File: config.mk
export PLATFORM = sky130hd
export DESIGN_NAME = tx_host_ctrl
export DESIGN_NICKNAME = d
export VERILOG_FILES = /design/src/rtl/tx_host_ctrl.sv
export SDC_FILE = /design/constraint.sdc
export NUM_CORES = 1
export LEC_CHECK = 0
export ABC_AREA = 1
export CAP_MARGIN = 40
export CORE_MARGIN = 3
export CORE_UTILIZATION = 55
export DETAILED_ROUTE_END_ITERATION = 10
export GPL_TIMING_DRIVEN = 0
export PLACE_DENSITY = 0.78
export SYNTH_ARGS = -nofsm -noshare
export SYNTH_HDL_FRONTEND = slang
export SYNTH_SLANG_ARGS = --single-unit
export TNS_END_PERCENT = 1
File: constraint.sdc
create_clock -name i_clk -period 3.9 [get_ports i_clk]
set_input_delay 1.17 -clock i_clk [delete_from_list [all_inputs] [get_ports i_clk]]
set_output_delay 1.17 -clock i_clk [all_outputs]
set_load 0.05 [all_outputs]
File: src/rtl/tx_host_ctrl.sv
// tx_host_ctrl: turns host command/data bytes into transmitter write strobes,
// write-index save/restore, frame commits, status read-back and a TX-done interrupt.
module tx_host_ctrl #(
   parameter int BUF_BYTES = 1024,
   parameter int TIMEOUT   = 4096
) (
   input  logic        i_clk,
   input  logic        i_rst,
   input  logic        i_sync,
   input  logic        i_cmd,
   input  logic [7:0]  i_data,
   output logic [7:0]  o_data,
   output logic        o_sync,
   output logic        o_tx_int,
   output logic [7:0]  o_tx_data,
   output logic        o_tx_data_we,
   output logic        o_push_write_index,
   output logic        o_pop_write_index,
   output logic        o_push_frame,
   input  logic [15:0] i_data_size,
   input  logic [7:0]  i_frames_count,
   input  logic [7:0]  i_status
);
   localparam int CNT_W = $clog2(TIMEOUT + 1);
   localparam logic [7:0] CMD_BEGIN   = 8'h01;
   localparam logic [7:0] CMD_ABORT   = 8'h02;
   localparam logic [7:0] CMD_STATUS  = 8'h03;
   localparam logic [7:0] CMD_INT_ACK = 8'h04;

   typedef enum logic [2:0] {S_IDLE, S_LEN_LO, S_LEN_HI, S_LOAD, S_RESP} state_t;

   state_t           state_q, state_d;
   logic [7:0]       len_lo_q, len_lo_d;
   logic [15:0]      remaining_q, remaining_d;
   logic [CNT_W-1:0] idle_cnt_q, idle_cnt_d;
   logic             err_q, err_d;
   logic             commit_q, commit_d;
   logic [2:0]       resp_idx_q, resp_idx_d;
   logic [31:0]      snap_q, snap_d;
   logic [7:0]       fc_q, fc_d, fc_prev_q, fc_prev_d;
   logic [7:0]       data_q, data_d;
   logic             sync_q, sync_d;
   logic             tx_int_q, tx_int_d;
   logic [7:0]       tx_data_q, tx_data_d;
   logic             tx_we_q, tx_we_d;
   logic             push_wi_q, push_wi_d;
   logic             pop_wi_q, pop_wi_d;
   logic             push_frame_q, push_frame_d;

   logic        is_cmd, is_dat, int_ack, len_ok;
   logic [15:0] len_full;
   logic [16:0] fill_sum;

   assign is_cmd   = i_sync & i_cmd;
   assign is_dat   = i_sync & ~i_cmd;
   assign len_full = {i_data, len_lo_q};
   // 17-bit sum so a near-full buffer plus a large length cannot wrap past the check
   assign fill_sum = {1'b0, i_data_size} + {1'b0, len_full};
   assign len_ok   = (len_full != 16'd0) && (fill_sum <= 17'(BUF_BYTES));

   always_comb begin
      state_d      = state_q;
      len_lo_d     = len_lo_q;
      remaining_d  = remaining_q;
      idle_cnt_d   = '0;
      err_d        = err_q;
      commit_d     = 1'b0;
      resp_idx_d   = resp_idx_q;
      snap_d       = snap_q;
      fc_d         = i_frames_count;
      fc_prev_d    = fc_q;
      data_d       = data_q;
      sync_d       = 1'b0;
      tx_data_d    = tx_data_q;
      tx_we_d      = 1'b0;
      push_wi_d    = 1'b0;
      pop_wi_d     = 1'b0;
      push_frame_d = commit_q;
      int_ack      = 1'b0;

      case (state_q)
         S_IDLE: begin
            if (is_cmd) begin
               case (i_data)
                  CMD_BEGIN:   state_d = S_LEN_LO;
                  CMD_ABORT:   ;
                  CMD_STATUS: begin
                     data_d     = {5'b0, 1'b0, tx_int_q, err_q};
                     sync_d     = 1'b1;
                     snap_d     = {i_data_size[15:8], i_data_size[7:0], i_frames_count, i_status};
                     resp_idx_d = 3'd1;
                     err_d      = 1'b0;
                     state_d    = S_RESP;
                  end
                  CMD_INT_ACK: int_ack = 1'b1;
                  default:     err_d = 1'b1;
               endcase
            end else if (is_dat) begin
               err_d = 1'b1;
            end
         end
         S_LEN_LO, S_LEN_HI: begin
            if (is_cmd) begin
               if (i_data == CMD_ABORT) state_d = S_IDLE;
               else                     err_d   = 1'b1;
            end else if (is_dat) begin
               if (state_q == S_LEN_LO) begin
                  len_lo_d = i_data;
                  state_d  = S_LEN_HI;
               end else if (len_ok) begin
                  push_wi_d   = 1'b1;
                  remaining_d = len_full;
                  state_d     = S_LOAD;
               end else begin
                  err_d   = 1'b1;
                  state_d = S_IDLE;
               end
            end
         end
         S_LOAD: begin
            if (is_cmd) begin
               if (i_data == CMD_ABORT) begin
                  pop_wi_d = 1'b1;
                  state_d  = S_IDLE;
               end else begin
                  err_d = 1'b1;
               end
            end else if (is_dat) begin
               tx_we_d     = 1'b1;
               tx_data_d   = i_data;
               remaining_d = remaining_q - 16'd1;
               if (remaining_q == 16'd1) begin
                  commit_d = 1'b1;
                  state_d  = S_IDLE;
               end
            end
         end
         S_RESP: begin
            if (i_sync) err_d = 1'b1;
            if (resp_idx_q == 3'd5) begin
               state_d = S_IDLE;
            end else begin
               sync_d     = 1'b1;
               data_d     = snap_q[7:0];
               snap_d     = {8'h00, snap_q[31:8]};
               resp_idx_d = resp_idx_q + 3'd1;
            end
         end
         default: state_d = S_IDLE;
      endcase

      // Host inactivity watchdog for the multi-byte frame load
      if (state_q == S_LEN_LO || state_q == S_LEN_HI || state_q == S_LOAD) begin
         if (i_sync) begin
            idle_cnt_d = '0;
         end else if (idle_cnt_q == CNT_W'(TIMEOUT)) begin
            err_d    = 1'b1;
            state_d  = S_IDLE;
            pop_wi_d = (state_q == S_LOAD);
         end else begin
            idle_cnt_d = idle_cnt_q + CNT_W'(1);
         end
      end

      tx_int_d = (fc_q < fc_prev_q) | (tx_int_q & ~int_ack);
   end

   always_ff @(posedge i_clk) begin
      if (i_rst) begin
         state_q      <= S_IDLE;
         len_lo_q     <= '0;
         remaining_q  <= '0;
         idle_cnt_q   <= '0;
         err_q        <= 1'b0;
         commit_q     <= 1'b0;
         resp_idx_q   <= '0;
         snap_q       <= '0;
         fc_q         <= '0;
         fc_prev_q    <= '0;
         data_q       <= '0;
         sync_q       <= 1'b0;
         tx_int_q     <= 1'b0;
         tx_data_q    <= '0;
         tx_we_q      <= 1'b0;
         push_wi_q    <= 1'b0;
         pop_wi_q     <= 1'b0;
         push_frame_q <= 1'b0;
      end else begin
         state_q      <= state_d;
         len_lo_q     <= len_lo_d;
         remaining_q  <= remaining_d;
         idle_cnt_q   <= idle_cnt_d;
         err_q        <= err_d;
         commit_q     <= commit_d;
         resp_idx_q   <= resp_idx_d;
         snap_q       <= snap_d;
         fc_q         <= fc_d;
         fc_prev_q    <= fc_prev_d;
         data_q       <= data_d;
         sync_q       <= sync_d;
         tx_int_q     <= tx_int_d;
         tx_data_q    <= tx_data_d;
         tx_we_q      <= tx_we_d;
         push_wi_q    <= push_wi_d;
         pop_wi_q     <= pop_wi_d;
         push_frame_q <= push_frame_d;
      end
   end

   assign o_data             = data_q;
   assign o_sync             = sync_q;
   assign o_tx_int           = tx_int_q;
   assign o_tx_data          = tx_data_q;
   assign o_tx_data_we       = tx_we_q;
   assign o_push_write_index = push_wi_q;
   assign o_pop_write_index  = pop_wi_q;
   assign o_push_frame       = push_frame_q;
endmodule

## Word-level counts from Yosys, hierarchy flattened

Index checks and enable logic that the tools add are counted.

| operators by class | value |
|---|---|
| multiplexer cells | 64 |
| eq/ne operators | 20 |
| bitwise gates (word level) | 11 |
| $add $sub $neg | 4 |
| order comparisons | 2 |
| reduce and logical (&&, ||, !) cells | 17 |

Operator list:

| kind | number |
|---|---|
| 16-bit two-way mux | 6 |
| 32-bit two-way mux | 3 |
| 32-bit case mux with 2 select lines | 1 |
| 3-bit two-way mux | 14 |
| 16-bit case mux with 2 select lines | 1 |
| 1-bit two-way mux | 27 |
| 8-bit two-way mux | 3 |
| 16-bit by 16-bit adder with 17-bit output | 1 |
| 17-bit by 11-bit <= comparator with 1-bit output, second input constant | 1 |
| 16-bit by 1-bit == test with 1-bit output, second input constant | 1 |
| 8-bit by 2-bit == test with 1-bit output, second input constant | 2 |
| 2-bit != test, second input constant | 8 |
| 8-bit case mux with 2 select lines | 1 |
| 16-bit nonzero test | 1 |
| 16-bit by 1-bit subtractor with 16-bit output, second input constant | 1 |
| 13-bit by 1-bit adder with 13-bit output, second input constant | 1 |
| 13-bit == test, second input constant | 1 |
| 3-bit case mux with 2 select lines | 2 |
| 3-bit case mux with 4 select lines | 1 |
| 8-bit by 1-bit == test with 1-bit output, second input constant | 1 |
| 8-bit by 3-bit == test with 1-bit output, second input constant | 1 |
| 8-bit less-than comparator | 1 |
| 4-bit AND reduction | 2 |
| 4-bit OR reduction | 2 |
| other kinds (20) | 35 |

| storage, ports and cells | value |
|---|---|
| output and inout port bits | 22 |
| word-level logic and storage cells | 136 |
| flip-flop bits (word level) | 115 |
| bits of input ports | 44 |

## Longest topological paths before layout

| depth | value |
|---|---|
| depth in word-level cells | 11 |
| gate-level depth with buffers | 20 |
| mapped depth without buffers | 20 |

## Least setup slack after synthesis

Ideal clock, no wire load.

| timing path | value |
|---|---|
| path kind | input port to flip-flop |
| start point | input i_data_size[0] |
| end point | register remaining_q[11] |
| buffers on the path | 1 |
| arrival time | 3.114 ns |
| library setup time | 0.128 ns |
| stages on the path | 16 |
| setup slack | 0.659 ns |
| cell sequence | ha_1 fa_1 or2_2 a21oi_1 nand2_1 nor2_1 nand2_1 nor2_1 nand4_1 nand2_1 nand2_4 a21boi_4 buf_6 nand2_1 o21ai_1 nor2_1 |

| on the way | value |
|---|---|
| word-level cells in the longest chain between the ends | 5 |

RTL lines:

| item | line | source |
|---|---|---|
| start, declared | 20 | `input logic [15:0] i_data_size,` |
| 16-bit by 16-bit adder with 17-bit output | 58 | `assign fill_sum = {1'b0, i_data_size} + {1'b0, len_full};` |
| 17-bit by 11-bit <= comparator with 1-bit output | 59 | `assign len_ok = (len_full != 16'd0) && (fill_sum <= 17'(BUF_BYTES));` |
| 1-bit logical AND | 59 |  |
| 2-bit != test (no line) | n/a |  |
| 7-bit AND reduction (no line) | n/a |  |
| end signal, assigned | 191 | `remaining_q <= remaining_d;` |
| end, declared | 34 | `logic [15:0] remaining_q, remaining_d;` |

Every way passes these cells.
A chain may end at the register's enable or synchronous reset.

## Worst setup path in the final report

| timing path | value |
|---|---|
| start point | input i_data_size[0] |
| end point | register remaining_q[5] |

The elaborated chain is that of the path after synthesis.

==> reports/qor.yml <==
finalPower_w: 0.00322
vdd_drop_max_mv: 0.411
hold_viol: 0
max_freq_ghz: 0.275
fin_ws_ns: 0.258
async_flop_share_pct: 0
m1WireLength_um: 7690
synth_compound_area_share_pct: 14.9
die_x_um: 113
num_io_pins: 66
finalClockSkew_ns: 0.00702
clk_path_buf_depth: 2
core-area_um2: 11000
status: "completed"
syn_area_um2: 6310
period_needed_ns: 3.64
hold_path.class: "reg2reg"
end_kind: "flip-flop"
numCtsBuffers: 17
ys_ff_latch: 115
h-tree-depth: 4
grt_start_max_net_pins: 17
path_clk_slew_ns: 0.06
syn_inst: 954
synth.net_count: 1028
worstHoldEndpoint: "o_push_frame$_SDFF_PP0_"
diodes: 0
holdPathStages: 2
die-area_um2: 12800
slew_headroom_pct: 54.2
mostFrequentLayoutCells: "nand2_1 (254), inv_1 (123), nor2_1 (115), dfxtp_1 (115), clkdlybuf4s50_1 (65)"
layout.cells.non_filler: 1191
initial_utilization_pct: 57.2
synthSimpleGateAreaFrac_pct: 31.5
synth_top_family_by_area: "simple AND/OR/NAND/NOR gates"
regArea_um2: 2300
postCtsSetupRepairBufs: 0
viasPerCell: 5.34
nets: 1112
whs_ns: 0.400
postCtsHoldBufs: 0
wl_per_cell_um: 14.2
io_buffers: 65
maxSlewViolCount: 0
grtUsageTotal_pct: 27.6
drc_errors: 0
areaGrowthSynthToFinish_pct: 23.8
cts.sinks: 115
grt_pass1_vias: 5942
worst_ep_required_time_ns: 4.18
yosysSeqAreaShare_pct: 36.5
clock_latency_ns: 0.41
hold_start: "commit_q$_SDFF_PP0_"
wl_met3_um: 1160
ff2ff_path_depth: 16
r2r_end: "remaining_q[5]$_SDFFE_PP0P_"
crit_path_max_fanout: 10
r2r-start: "len_lo_q[0]$_SDFFE_PP0P_"
crit_arrival_ns: 3.92
setup_viol: 0
drive_gt1_share_pct: 6.95
cp-start-kind: "input port"
synth_edf_count: 0
gp_congestion: 0.916
synth_xor_area_share_pct: 0.833
p_leak_nw: 3.51
cts_resized: 0
num_vias: 6359
grt-ovfl-total: 0
path_class: "in2reg"
grt_pass1_wl_um: 28500
final.period_utilization_pct: 93.4
syn_avg_cell_area_um2: 6.61
ant_nets: 0
top_layer: "met4"
yosysUniqueCellTypes: 44
rows: 38
maxCapViolCount: 0
final.fill_count: 974
dp.cells: 1159
r2r_slack_ns: 1.21
rsz0062_at_grt: "false"
first_iter_violations: 478
die_h_um: 113
ys_warn_count: 0
p_per_area_nw_per_um2: 413
synth_flop_cell: "dfxtp_1"
met2_length_um: 7600
wl_um: 16900
finalSetupTns_ns: 0
worst_pin_slew_ns: 0.686
cts_tree: "built"
post-place-ws_ns: -0.125
multi_input_area_um2: 3370
antenna_found_initial: 0
final_common_cell: "nand2_1"
firstDrtPassIters: 5
ctsRootBufferMaster: "clkbuf_16"
hpwl_um: 12400
synthMuxAreaShare_pct: 0
synth_fa_ha_area_share_pct: 6.07
==> logic make-up after synthesis <==
family | count (synthesis)
compound gates | 169
flops | 115
simple gates | 472
xor+xnor | 6
buf+inv | 162
fa+ha+maj | 30
==> power by group <==
group	internal (W)	switching, W	leakage [nW]	total, W
clock network	0.00118	0.000590	0.327	0.00177
registers	0.00119	0.00000633	0.930	0.00119
logic	0.000104	0.000155	2.25	0.000259
total	0.00247	0.000751	3.51	0.00322
==> area by class of cell <==
| type | instances | share of cell area (%) |
|---|---|---|
| multi-input combinational | 677 | 43.1 |
| sequential | 115 | 29.5 |
| timing repair buffer | 65 | 8.33 |
| inverter | 129 | 6.20 |
| clock buffer | 19 | 5.80 |
| clock inverter | 13 | 2.84 |
| tap | 140 | 2.24 |
| buffer | 33 | 1.99 |
==> cell usage after synthesis (2+ instances only) <==
library cell	n	area, µm²
a21oi_1	58	290
a21oi_2	3	26.3
a31oi_1	30	188
and2_1	2	12.5
buf_1	3	11.3
buf_2	7	35.0
buf_6	3	33.8
clkbuf_1	20	75.1
clkinv_1	3	11.3
dfxtp_1	115	2300
ha_1	29	363
inv_1	123	462
inv_2	3	11.3
nand2_1	254	953
nand2_2	6	37.5
nand3_1	48	240
nand3_2	2	20.0
nand4_1	10	62.6
nor2_1	115	432
nor2_2	6	37.5
nor3_1	7	35.0
nor3b_1	4	30.0
nor4_1	5	31.3
o211ai_1	2	15.0
o21a_1	3	22.5
o21ai_0	53	265
o21ai_1	11	55.1
o21bai_1	3	22.5
or2_2	7	43.8
xnor2_1	2	17.5
xor2_1	4	35.0
==> worst max-delay path, cell delays in order <==
cell,delay (ns)
clkdlybuf4s50_1,0.49
ha_1,0.29
fa_1,0.39
nand2_1,0.11
nand2_2,0.08
nand3_1,0.10
nand2_1,0.10
nand2_1,0.10
nand2_1,0.06
a21oi_1,0.17
nand3_2,0.11
nor2_4,0.14
nand2_4,0.10
a21boi_4,0.17
buf_6,0.17
nand2_1,0.06
o21ai_1,0.07
nor2_1,0.05
==> stage by stage <==
| step | cell area, µm² | util, % |
|---|---|---|
| final | 7810 | 70.8 |
| after floorplan | 6310 | - |
| after detailed placement | 7130 | 64.7 |
| after global routing | 7810 | 70.8 |
| after CTS | 7810 | 70.8 |
| after global placement | 7130 | 64.7 |
==> sequential cells by signal, summed over array words and instances (netlist names) <==
register and cells:
commit_q 1, err_q 1, fc_prev_d 8, fc_prev_q 8
idle_cnt_q 13, len_lo_q 8, o_data 8, o_pop_write_index 1
o_push_frame 1, o_push_write_index 1, o_sync 1, o_tx_data 8
o_tx_data_we 1, o_tx_int 1, remaining_q 16, resp_idx_q 3
snap_q 32, state_q 3
==> worst max-delay path by stage <==
stage / start / endpoint / slack [ns] / cells after the start
6_report: i_data_size[0] / remaining_q[5]$_SDFFE_PP0P_ / 0.26 / 18
5_1_grt: i_data_size[0] / remaining_q[5]$_SDFFE_PP0P_ / 0.007 / 18
4_1_cts: i_data_size[0] / remaining_q[5]$_SDFFE_PP0P_ / 0.29 / 18
3_5_place_dp: i_data_size[0] / remaining_q[5]$_SDFFE_PP0P_ / -0.13 / 17
3_3_place_gp: i_data_size[0] / remaining_q[5]$_SDFFE_PP0P_ / -0.10 / 17
2_1_floorplan: i_data_size[0] / remaining_q[11]$_SDFFE_PP0P_ / 0.66 / 16
==> metal layers <==
layer | global-route usage, % | vias up
met4 | 11.0 | 0
met5 | 0 | -
met3 | 5.29 | 45
li1 | - | 3249
met1 | 37.2 | 2841
met2 | 43.8 | 224
Power figures use the tool's default switching activity.
